**config.mk**
```make
export PLATFORM = sky130hd
export DESIGN_NAME = puf_resp_collector
export DESIGN_NICKNAME = d
export VERILOG_FILES = /design/src/rtl/puf_pkg.sv /design/src/rtl/puf_bit_vote.sv /design/src/rtl/puf_resp_collector.sv
export SDC_FILE = /design/constraint.sdc
export NUM_CORES = 1
export LEC_CHECK = 0
export CAP_MARGIN = 40
export CORE_AREA = 2 2 179 181
export DETAILED_ROUTE_END_ITERATION = 6
export DIE_AREA = 0 0 181 183
export PLACE_DENSITY = 0.53
export SLEW_MARGIN = 25
export SYNTH_ARGS = -nofsm -noshare
export SYNTH_HDL_FRONTEND = slang
export SYNTH_SLANG_ARGS = --single-unit
```
**constraint.sdc**
```tcl
create_clock -name clk -period 16.5 [get_ports clk]
set_input_delay 2.475 -clock clk [delete_from_list [all_inputs] [get_ports clk]]
set_output_delay 2.475 -clock clk [all_outputs]
set_load 0.05 [all_outputs]
```
**src/rtl/puf_pkg.sv**
```systemverilog
// puf_pkg: shared state encoding, width helpers and reset defaults for the PUF response collector
package puf_pkg;
  typedef enum logic [2:0] {
    S_IDLE, S_SEED, S_WAIT_SEED, S_STEP, S_SETTLE, S_SAMPLE, S_COMMIT, S_DONE
  } state_t;
  localparam logic RST_BIT = 1'b0;
  function automatic int clog2(input int n);
    int r;
    r = 0;
    while ((1 << r) < n) r++;
    return r;
  endfunction
  function automatic int resp_width(input int word_w, input int num_words);
    return word_w * num_words;
  endfunction
endpackage

```
**src/rtl/puf_bit_vote.sv**
```systemverilog
// puf_bit_vote: per-bit sample counters producing the majority word and the unstable-bit count
module puf_bit_vote
  import puf_pkg::*;
#(
  parameter int WORD_W = 16,
  parameter int VOTES = 3
) (
  input  logic                          clk,
  input  logic                          rst,
  input  logic                          clr,
  input  logic                          acc,
  input  logic [WORD_W-1:0]             d,
  output logic [WORD_W-1:0]             maj,
  output logic [clog2(WORD_W+1)-1:0]    pop
);
  localparam int VW = clog2(VOTES + 1);
  localparam int PW = clog2(WORD_W + 1);
  logic [VW-1:0] cnt [WORD_W];
  always_ff @(posedge clk)
    for (int i = 0; i < WORD_W; i++)
      if (rst || clr) cnt[i] <= '0;
      else if (acc) cnt[i] <= cnt[i] + VW'(d[i]);
  always_comb begin
    maj = '0;
    pop = '0;
    for (int i = 0; i < WORD_W; i++) begin
      maj[i] = cnt[i] > VW'(VOTES / 2);
      pop = pop + PW'(cnt[i] != '0 && cnt[i] != VW'(VOTES));
    end
  end
endmodule

```
**src/rtl/puf_resp_collector.sv**
```systemverilog
// puf_resp_collector: seeds the challenge LFSR, majority-votes PUF samples per word and packs the response
module puf_resp_collector
  import puf_pkg::*;
#(
  parameter int WORD_W = 16,
  parameter int NUM_WORDS = 8,
  parameter int VOTES = 3,
  parameter int SETTLE = 2,
  parameter int TIMEOUT = 255,
  parameter logic [WORD_W*NUM_WORDS-1:0] RST_VAL = {(WORD_W*NUM_WORDS){RST_BIT}}
) (
  input  logic                                   clk,
  input  logic                                   rst,
  input  logic                                   start,
  input  logic [WORD_W-1:0]                      challenge,
  output logic                                   lfsr_load,
  output logic [WORD_W-1:0]                      lfsr_seed,
  input  logic                                   lfsr_ready,
  output logic                                   lfsr_next,
  input  logic [WORD_W-1:0]                      puf_word,
  output logic [WORD_W*NUM_WORDS-1:0]            resp,
  output logic [clog2(WORD_W*NUM_WORDS+1)-1:0]   unstable_cnt,
  output logic                                   busy,
  output logic                                   done,
  output logic                                   err
);
  localparam int RESP_W = resp_width(WORD_W, NUM_WORDS);
  localparam int UW = clog2(RESP_W + 1);
  localparam int VW = clog2(VOTES + 1);
  localparam int PW = clog2(WORD_W + 1);
  localparam int IW = NUM_WORDS > 1 ? clog2(NUM_WORDS) : 1;
  localparam int TW = clog2(TIMEOUT + 1);
  localparam int SW = clog2(SETTLE + 1);
  state_t state;
  logic [VW-1:0] vote_idx;
  logic [IW-1:0] word_idx;
  logic [TW-1:0] tcnt;
  logic [SW-1:0] scnt;
  logic [WORD_W-1:0] maj;
  logic [PW-1:0] pop;
  logic [UW:0] usum;
  assign usum = (UW+1)'(unstable_cnt) + (UW+1)'(pop);
  puf_bit_vote #(.WORD_W(WORD_W), .VOTES(VOTES)) u_vote (
    .clk(clk),
    .rst(rst),
    .clr(state == S_COMMIT),
    .acc(state == S_SAMPLE),
    .d(puf_word),
    .maj(maj),
    .pop(pop)
  );
  always_ff @(posedge clk) begin
    if (rst) begin
      state <= S_IDLE;
      resp <= RST_VAL;
      unstable_cnt <= '0;
      busy <= 1'b0;
      done <= 1'b0;
      err <= 1'b0;
      lfsr_load <= 1'b0;
      lfsr_next <= 1'b0;
      lfsr_seed <= '0;
      vote_idx <= '0;
      word_idx <= '0;
      tcnt <= '0;
      scnt <= '0;
    end else begin
      lfsr_load <= 1'b0;
      lfsr_next <= 1'b0;
      case (state)
        S_IDLE, S_DONE: if (start) begin
          lfsr_seed <= challenge;
          resp <= RST_VAL;
          unstable_cnt <= '0;
          err <= 1'b0;
          done <= 1'b0;
          busy <= 1'b1;
          vote_idx <= '0;
          word_idx <= '0;
          tcnt <= '0;
          lfsr_load <= 1'b1;
          state <= S_SEED;
        end
        S_SEED: state <= S_WAIT_SEED;
        S_WAIT_SEED: if (lfsr_ready) begin
          lfsr_next <= 1'b1;
          state <= S_STEP;
        end else if (tcnt == TW'(TIMEOUT)) begin
          resp <= RST_VAL;
          err <= 1'b1;
          done <= 1'b1;
          busy <= 1'b0;
          state <= S_DONE;
        end else tcnt <= tcnt + TW'(1);
        S_STEP: begin
          scnt <= '0;
          state <= S_SETTLE;
        end
        S_SETTLE: if (scnt == SW'(SETTLE - 1)) state <= S_SAMPLE;
        else scnt <= scnt + SW'(1);
        S_SAMPLE: begin
          vote_idx <= vote_idx + VW'(1);
          if (vote_idx == VW'(VOTES - 1)) state <= S_COMMIT;
          else begin
            lfsr_next <= 1'b1;
            state <= S_STEP;
          end
        end
        S_COMMIT: begin
          resp[RESP_W-1-int'(word_idx)*WORD_W -: WORD_W] <= maj;
          unstable_cnt <= usum > (UW+1)'(RESP_W) ? UW'(RESP_W) : usum[UW-1:0];
          vote_idx <= '0;
          if (word_idx == IW'(NUM_WORDS - 1)) begin
            done <= 1'b1;
            busy <= 1'b0;
            state <= S_DONE;
          end else begin
            word_idx <= word_idx + IW'(1);
            lfsr_next <= 1'b1;
            state <= S_STEP;
          end
        end
        default: state <= S_IDLE;
      endcase
    end
  end
endmodule

```
# After elaboration in Yosys (flattened, before gate mapping)
# Memories as Yosys holds them, arrays and structs flattened.
# Index checks and enable logic that the tools add are counted.
# classes
addsub,38
magnitude_cmp,17
n_eq_ne,36
shift,2
n_mux,62
bitwise,17
reduce_logical,51
# ops
operator,n
128-bit two-way mux,3
128-bit one-hot mux with 3 select lines,1
16-bit by 33-bit variable shift with 143-bit output (first input constant),1
16-bit by 33-bit indexed part select with 143-bit output,1
128-bit bitwise mux,1
5-bit by 1-bit adder with 5-bit output,14
2-bit inequality test (second input constant),24
2-bit nonzero test,19
2-bit two-way mux,18
8-bit negation with 33-bit output,1
2-bit by 1-bit adder with 2-bit output,16
2-bit by 1-bit greater-than comparator with 1-bit output (second input constant),16
8-bit two-way mux,4
8-bit one-hot mux with 2 select lines,2
3-bit two-way mux,8
3-bit one-hot mux with 7 select lines,1
1-bit two-way mux,17
1-bit logical AND,16
1-bit OR,16
3-bit equality test (second input constant),5
4-bit AND reduction,3
8-bit by 5-bit adder with 9-bit output,1
9-bit by 8-bit greater-than comparator with 1-bit output (second input constant),1
1-bit one-hot mux with 3 select lines,3
other kinds (23),31
# word_totals
regBits,175
ramBits,32
in_bits,36
out_inout_bits,157
wordCells,237
memories,1
# memory_table
name,words,word_bits,rd,rd_ports_with_merged_regs,write_ports,line,text
u_vote.cnt,16,2,16,0,16,puf_bit_vote.sv:18,logic [VW-1:0] cnt [WORD_W];

# Logic depth before layout (Yosys ltp)
# Gate-level depths: netlist of the first run.
# An unclocked memory read counts as a cell.
# logic_depth
depth_word,22
ltp_mapped,22
mapped_depth_nobuf,22

# By module
# From an unflattened synthesis of the first run, not the netlist that was laid out.
# unflattened
hier_cells,1000
area_unflattened_um2,9646.8
# by_module_without_submodules
mod,n_inst,cells_per_inst,area_each_um2,seq_area_each_um2
puf_resp_collector,1,807,7407.1,3503.4
puf_bit_vote,1,193,2239.6,960.9

# Least setup slack after synthesis of the first run
# No wires, ideal clock.
# synth_path
path_kind,reg2reg
startpoint,memory u_vote.cnt[1][1] in the netlist's numbering
endpoint,register unstable_cnt[0]
setup_time_ps,140
arrival_ps,5536
t_required_ps,16360
slack_ps,10824
path_stages_with_launch,19
n_path_buf,1
period_less_slack_ps,5676
path_cell_list,edfxtp_1 -> clkbuf_1 -> xor2_1 -> ha_1 -> inv_1 -> fa_1 -> fa_1 -> fa_1 -> inv_1 -> fa_1 -> fa_1 -> inv_1 -> fa_1 -> fa_1 -> nand2b_1 -> a21o_1 -> and3_1 -> o31ai_1 -> o21ai_0
# synth_lines
element,line,text
"start, declared",puf_bit_vote.sv:18,
"end signal, assigned",puf_resp_collector.sv:111,unstable_cnt <= usum > (UW+1)'(RESP_W) ? UW'(RESP_W) : usum[UW-1:0];
"end, declared",puf_resp_collector.sv:22,"output logic [clog2(WORD_W*NUM_WORDS+1)-1:0] unstable_cnt,"

==> results of run 1 <==
[kinds of logic after synthesis]
family / after synthesis / share of synthesized area (%)
AO/OA/AOI/OAI: 220 / 17.5
XOR/XNOR: 25 / 2.37
adder cells (fa/ha/maj): 63 / 9.42
buffers and inverters: 116 / 5.44
flip-flops: 207 / 48.3
multiplexers: 26 / 2.84
AND/OR/NAND/NOR: 264 / 14.1
[metal layers]
| layer | track usage, % | vias up |
|---|---|---|
| met2 | 26.2 | 166 |
| met5 | 0 | - |
| met4 | 3.45 | 0 |
| met1 | 22.3 | 3510 |
| met3 | 2.92 | 36 |
| li1 | - | 3658 |
[cells in the mapped netlist (all sizes together), types with 4 or more instances]
cell / instances
nand2b: 8
mux2i: 24
nand4: 5
nor2b: 5
fa: 11
and2: 20
o21a: 6
nor3: 24
ha: 52
o21ai: 27
buf: 25
nand3: 14
nand2: 109
nor2: 47
o32ai: 16
a22o: 72
o31ai: 7
and4: 12
a211oi: 4
edfxtp: 32
xnor2: 20
a31o: 12
a21o: 4
or3: 8
inv: 63
dfxtp: 175
clkbuf: 27
xor2: 5
a21oi: 56
[critical path, stage by stage, from the launching register on]
cell	delay [ps]
edfxtp_1	520
xor2_1	220
ha_1	290
inv_1	50
fa_1	500
fa_1	530
fa_1	540
inv_1	50
fa_1	520
fa_1	460
inv_1	80
fa_1	460
fa_1	430
nand2b_1	170
a21o_1	180
and3_1	180
o31ai_1	570
o21ai_0	180
[power groups by stage]
stage | Sequential [W] | Combinational (W) | Clock, W
finish | 0.000555 | 0.000678 | 0.000533
detailed placement | 0.000570 | 0.000680 | 0
global placement | 0.000568 | 0.000664 | 0
floorplan | 0.000599 | 0.000484 | 0
global route | 0.000557 | 0.000760 | 0.000568
CTS | 0.000559 | 0.000684 | 0.000551
[flip-flops by register name, indices dropped and copies added (netlist names)]
register,count
err,1
lfsr_seed,16
unstable_cnt,8
state,3
lfsr_load,1
vote_idx,2
word_idx,3
u_vote.cnt,32
scnt,2
busy,1
lfsr_next,1
resp,128
done,1
tcnt,8
[how the worst min path moves through the flow]
| stage | cells after the start | slack (ps) | start | to |
|---|---|---|---|---|
| after floorplan | 2 | 450 | tcnt[7] | tcnt[7] |
| after global placement | 2 | 440 | lfsr_seed[13] | lfsr_seed[13] |
| after detailed placement | 2 | 450 | lfsr_seed[6] | lfsr_seed[6] |
| after CTS | 2 | 460 | lfsr_seed[6] | lfsr_seed[6] |
| after global routing | 2 | 470 | lfsr_seed[2] | lfsr_seed[2] |
| final | 2 | 460 | lfsr_seed[8] | lfsr_seed[8] |
[through the flow]
stage                     cells  total power [W]
after floorplan             921          0.00108
after global placement     1477          0.00123
after detailed placement   1482          0.00125
after CTS                  1524          0.00179
after global routing       1529          0.00189
final                      1530          0.00177
[layout make-up]
cell class | instances | share of cell area [%]
clock inverters | 6 | 0.543
repair buffers | 216 | 17.0
clock buffers | 36 | 5.81
flip-flops and latches | 207 | 35.9
diodes | 1 | 0.0201
inverters | 64 | 1.93
well taps | 402 | 4.05
multi-input cells | 598 | 34.7
==> results.md, run 1 <==
- Status: finished, final reports clean
- CP max FO: 7
- Clock Tree Root: clkbuf_16
- Remaining antenna violation count: 0
- WL met3: around 1400 µm
- Clk pwr share: a little under a third
- R2R depth: 17
- Synth Instances: 921
- CTS max path bufs: 3
- Reg-to-reg endpoint: unstable_cnt[0]
- DR vias: between 7,000 and 8,000
- Die Y: approximately 180 µm
- DR DRC count: 0
- Drt total wl: about 27,000 µm
- Clock sinks: slightly above 200
- Crit path from: u_vote.cnt[1][1]
- CTS tree: built
- Seq/Total Area, Yosys: about half
- Initial antenna violation count: 0
- Post-synth EDFFs: 32
- Slew margin rel.: 49.8%
- Synth top area share: between 30% and 40%
- Top_reg_cell synth: dfxtp_1
- Hold Vio Cnt, Final: 0
- Area after DPL: roughly 12,000 µm²
- Switching share of power: 37.5%
- Most frequent cells in the layout: clkdlybuf4s50_1, dfxtp_1, nand2_1, a22o_1, inv_1
- Tcrit/Tclk final: between 30% and 40%
- Crit path launch type: flop
- Asr flop ratio synth: 0%
- Gr ovfl total: 0
- Post-cts hold buffer count: 0
- P&R area growth vs syn: 34.6%
- Post-CTS Setup Bufs: 0
- Footprint of the multi-input gates: 4320 µm²
- Final Cell Area: around 12,000 µm²
- Worst Hold Class: reg -> reg
- Final Util: between 30% and 40%
- Combinational fraction of design power: between 30% and 40%
- Detailed router's first-iteration violation count: 292
- Yosys reg bits: 207
- Largest cells by area after synthesis: dfxtp_1, edfxtp_1, ha_1
- DP Wirelength: slightly below 20,000 µm
- Final Max Slew Viols: 0
- GP Congestion: between 0.8 and 0.9
- Cell variety after synth: slightly above 60
- RSZ-0062 raised after global routing: false
- Port Buf Inserts: between 150 and 200
- Leakage power: 4.71 nW
- Reg2Reg Setup Slack: between 10,000 and 15,000 ps
- Critical path data required time: around 17,000 ps
- Syn Area/Cell: around 10 µm²
- Die Width: 181 µm
- Num ports: between 150 and 200
- Vias per std cell: 4.82
- Cell taking the most area after synthesis: dfxtp_1
- YS warnings: 0
- Commonest non-fill, non-tap cell in the layout: clkdlybuf4s50_1
- Fin crit period: about 6000 ps
- H-tree Lvls: 1
- Drt wl/cell: between 15 and 20 µm
- DRT met1 WL: approximately 13,000 µm
- Max Clock Skew: between 15 and 20 ps
- Metal2 WL: around 12,000 µm
- Final setup viols: 0
- P_int: approximately 0.0011 W
- Part of the power in registers: about a third
- Die area: 33,100 µm²
- Critical path type: reg -> reg
- Reg clk slew, reported paths: around 60 ps
- Vias in the first global route: about 7,300
- Largest net degree at the start of global routing: 48
- Core region area: between 30,000 and 40,000 µm²
- VDD IR max: slightly below 0.09 mV
- Fillers: about 3,100
- Setup crit end kind: flop
- Peak Freq: 164 MHz
- Dpl ws: ~10,000 ps
- Worst r2r src: u_vote.cnt[1][1]
- Min Hold Slack: around 460 ps
- Mapped Nets: slightly above 1,000
- CP arrival: 6470 ps
- Initial Util: 29.6%
- Switch Pwr: approximately 0.00066 W
- Slew @ Worst Pin: about 750 ps
- Layout net count: between 1,000 and 1,500
- Seq. cell area: about 4500 µm²
- Pwr Density: between 100 and 150 nW/µm²
- Row count: 65
- CTS Buf Count: 24
- Worst setup endpoint: unstable_cnt[0]
- CTS resizes: 0
- Layout cells sized above 1: a little over 8%
- Clock Latency Late Sink: about 520 ps
- GRT Total Usage: 16.1%
- Pre-antenna DRT Iters: 4
- Setup_tns: 0 ps
- Max-cap violations: 0
- Setup ws final: around 10,000 ps
- First-pass GRT wire length: 42,500 µm
- DR top layer: met4
- Synth Cell Area: between 9000 and 10,000 µm²
(Power assumes the default switching activity.)
==> inputs of run 2 (changes only) <==
--- a/config.mk
+++ b/config.mk
@@ -9,7 +9,7 @@
 export CORE_AREA = 2 2 179 181
 export DETAILED_ROUTE_END_ITERATION = 6
 export DIE_AREA = 0 0 181 183
-export PLACE_DENSITY = 0.53
+export PLACE_DENSITY = 0.55
 export SLEW_MARGIN = 25
 export SYNTH_ARGS = -nofsm -noshare
 export SYNTH_HDL_FRONTEND = slang
==> constraint.sdc (replaced) <==
create_clock -name clk -period 5.6 [get_ports clk]
set_input_delay 0.84 -clock clk [delete_from_list [all_inputs] [get_ports clk]]
set_output_delay 0.84 -clock clk [all_outputs]
set_load 0.05 [all_outputs]
==> run 2 against run 1 <==
Net effect:
- design area is 1.9% higher
- clock-buffer cell count is 7 lower
- total power grew to 3.1 times the previous value
- die area stayed put
- critical path type unchanged
- largest cell class unchanged
==> results.md, run 2 (synthesized netlist as in run 1, its figures left out) <==
- Status: finished, final reports clean
- Slew @ Worst Pin: between 700 and 800 ps
- Layout cells sized above 1: about 12%
- Slowest cell on the critical path: fa_1
- Final Cell Area: 12,700 µm²
- Top Family by Delay on Critical Path: adder cells
- H-tree Lvls: 1
- Core region area: 31,200 µm²
- Drt wl/cell: ~18 µm
- Pre-antenna DRT Iters: 4
- CTS max path bufs: 3
- Detailed router's first-iteration violation count: 470
- Commonest non-fill, non-tap cell in the layout: clkdlybuf4s50_1
- Gr ovfl total: 0
- Hold Vio Cnt, Final: 0
- Dpl ws: -190 ps
- Most flop-heavy register: resp
- Fin crit period: around 5400 ps
- Max Clock Skew: ~11 ps
- Max reg flops: roughly 130
- Die Width: between 150 and 200 µm
- Tcrit/Tclk final: 96.5%
- Final setup viols: 0
- Min Hold Slack: ~450 ps
- Pwr Density: between 400 and 500 nW/µm²
- Slew margin rel.: about 48%
- Final Max Slew Viols: 0
- Initial Util: 29.6%
- GRT Total Usage: about 16%
- Cell Chain, Critical Path: inv_1 > ha_1 > inv_1 > ha_1 > inv_1 > fa_1 > fa_1 > fa_1 > inv_1 > fa_1 > fa_2 > inv_2 > fa_2 > fa_2 > nand2b_4 > a21o_1 > and3_1 > o31ai_2 > buf_4 > o21ai_0
- Layout net count: approximately 1,200
- Area after DPL: ~12,000 µm²
- Critical path type: reg -> reg
- Die area: between 30,000 and 40,000 µm²
- Antenna cells: 0
- Max-cap violations: 0
- Leakage power: 4.82 nW
- VDD IR max: roughly 0.27 mV
- GP Congestion: ~0.81
- Drt total wl: between 20,000 and 30,000 µm
- P&R area growth vs syn: 37.1%
- Setup_tns: 0 ps
- CP arrival: ~5800 ps
- Crit path launch type: flop
- Vias in the first global route: just over 7,000
- Setup ws final: between 150 and 200 ps
- Reg clk slew, reported paths: 60 ps
- Clock Tree Root: clkbuf_16
- Largest net degree at the start of global routing: 43
- WHS Path Cells: 2
- Die Y: approximately 180 µm
- Most frequent cells in the layout: clkdlybuf4s50_1, dfxtp_1, nand2_1, a22o_1, inv_1
- Fillers: 3,084
- CP max FO: 5
- Post-cts hold buffer count: 0
- CTS tree: built
- Vias per std cell: 4.83
- Buf/Inv on CP: 6
- Largest regs: resp: 128 flops, u_vote.cnt: 32 flops, lfsr_seed: 16 flops
- R2R depth: 20
- DR vias: 7,498
- DR DRC count: 0
- Delay of the slowest critical-path stage: roughly 540 ps
- Levels on crit path: 20
- Setup crit end kind: flop
- Num ports: a little under 200
- DP Wirelength: just under 20,000 µm
- CTS Buf Count: 25
- Worst Hold Class: reg -> reg
- Peak Freq: 185 MHz
- Row count: 65
- Clock Latency Late Sink: around 520 ps
- Clock sinks: 207
- Initial antenna violation count: 0
- Critical path data required time: 6010 ps
- Port Buf Inserts: between 150 and 200
- First-pass GRT wire length: 42,000 µm
- Remaining antenna violation count: 0
==> run 2: routing by layer <==
| metal | GRT usage, % | up-vias | share of wire (%) |
|---|---|---|---|
| met5 | 0 | - | 0 |
| met4 | 3.51 | 0 | 2.0 |
| met3 | 2.54 | 33 | 5.1 |
| met2 | 26.3 | 200 | 46 |
| met1 | 21.9 | 3569 | 47 |
| li1 | - | 3696 | - |
==> run 2: power by group <==
| part | switching, W | internal (W) |
|---|---|---|
| combinational | 0.00135 | 0.000829 |
| sequential | 0.0000524 | 0.00158 |
| clock | 0.000648 | 0.000936 |
| total | 0.00205 | 0.00335 |
==> run 2: final timing paths <==
check,start,to,slack [ps]
hold reg to reg,lfsr_seed[0],lfsr_seed[0],450
setup / recovery,u_vote.cnt[0][1],unstable_cnt[0],200
hold / removal,lfsr_seed[0],lfsr_seed[0],450
setup reg to reg,u_vote.cnt[0][1],unstable_cnt[0],200
==> run 2: layout make-up <==
type / count / area [µm²] / share of cell area, %
tap: 402 / 503 / 3.97
clock inverter: 17 / 143 / 1.13
timing repair buffer: 234 / 2260 / 17.8
multi-input combinational: 598 / 4400 / 34.7
inverter: 64 / 240 / 1.90
clock buffer: 29 / 661 / 5.21
sequential: 207 / 4460 / 35.2
==> run 2: repair_timing <==
action	in CTS	in global routing
endpoints found under the setup margin	8	8
setup buffers	1	5
pin swaps	4	15
cloned	0	0
resized for setup	4	10
==> run 2: worst reg2reg max path: stages (launching register included) <==
cell and delay [ps]:
edfxtp_1 350, inv_1 60, ha_1 270, inv_1 40, ha_1 260, inv_1 40
fa_1 450, fa_1 500, fa_1 540, inv_1 50, fa_1 480, fa_2 370
inv_2 70, fa_2 450, fa_2 360, nand2b_4 160, a21o_1 160, and3_1 180
o31ai_2 240, buf_4 170, o21ai_0 80
==> run 2: per-stage QoR <==
step	cells	total power [W]	utilization, %
after CTS	1542	0.00528	40.2
after global placement	1488	0.00363	37.2
after floorplan	921	0.00319	-
after global routing	1551	0.00574	40.6
after detailed placement	1495	0.00366	37.5
final	1551	0.00540	40.6
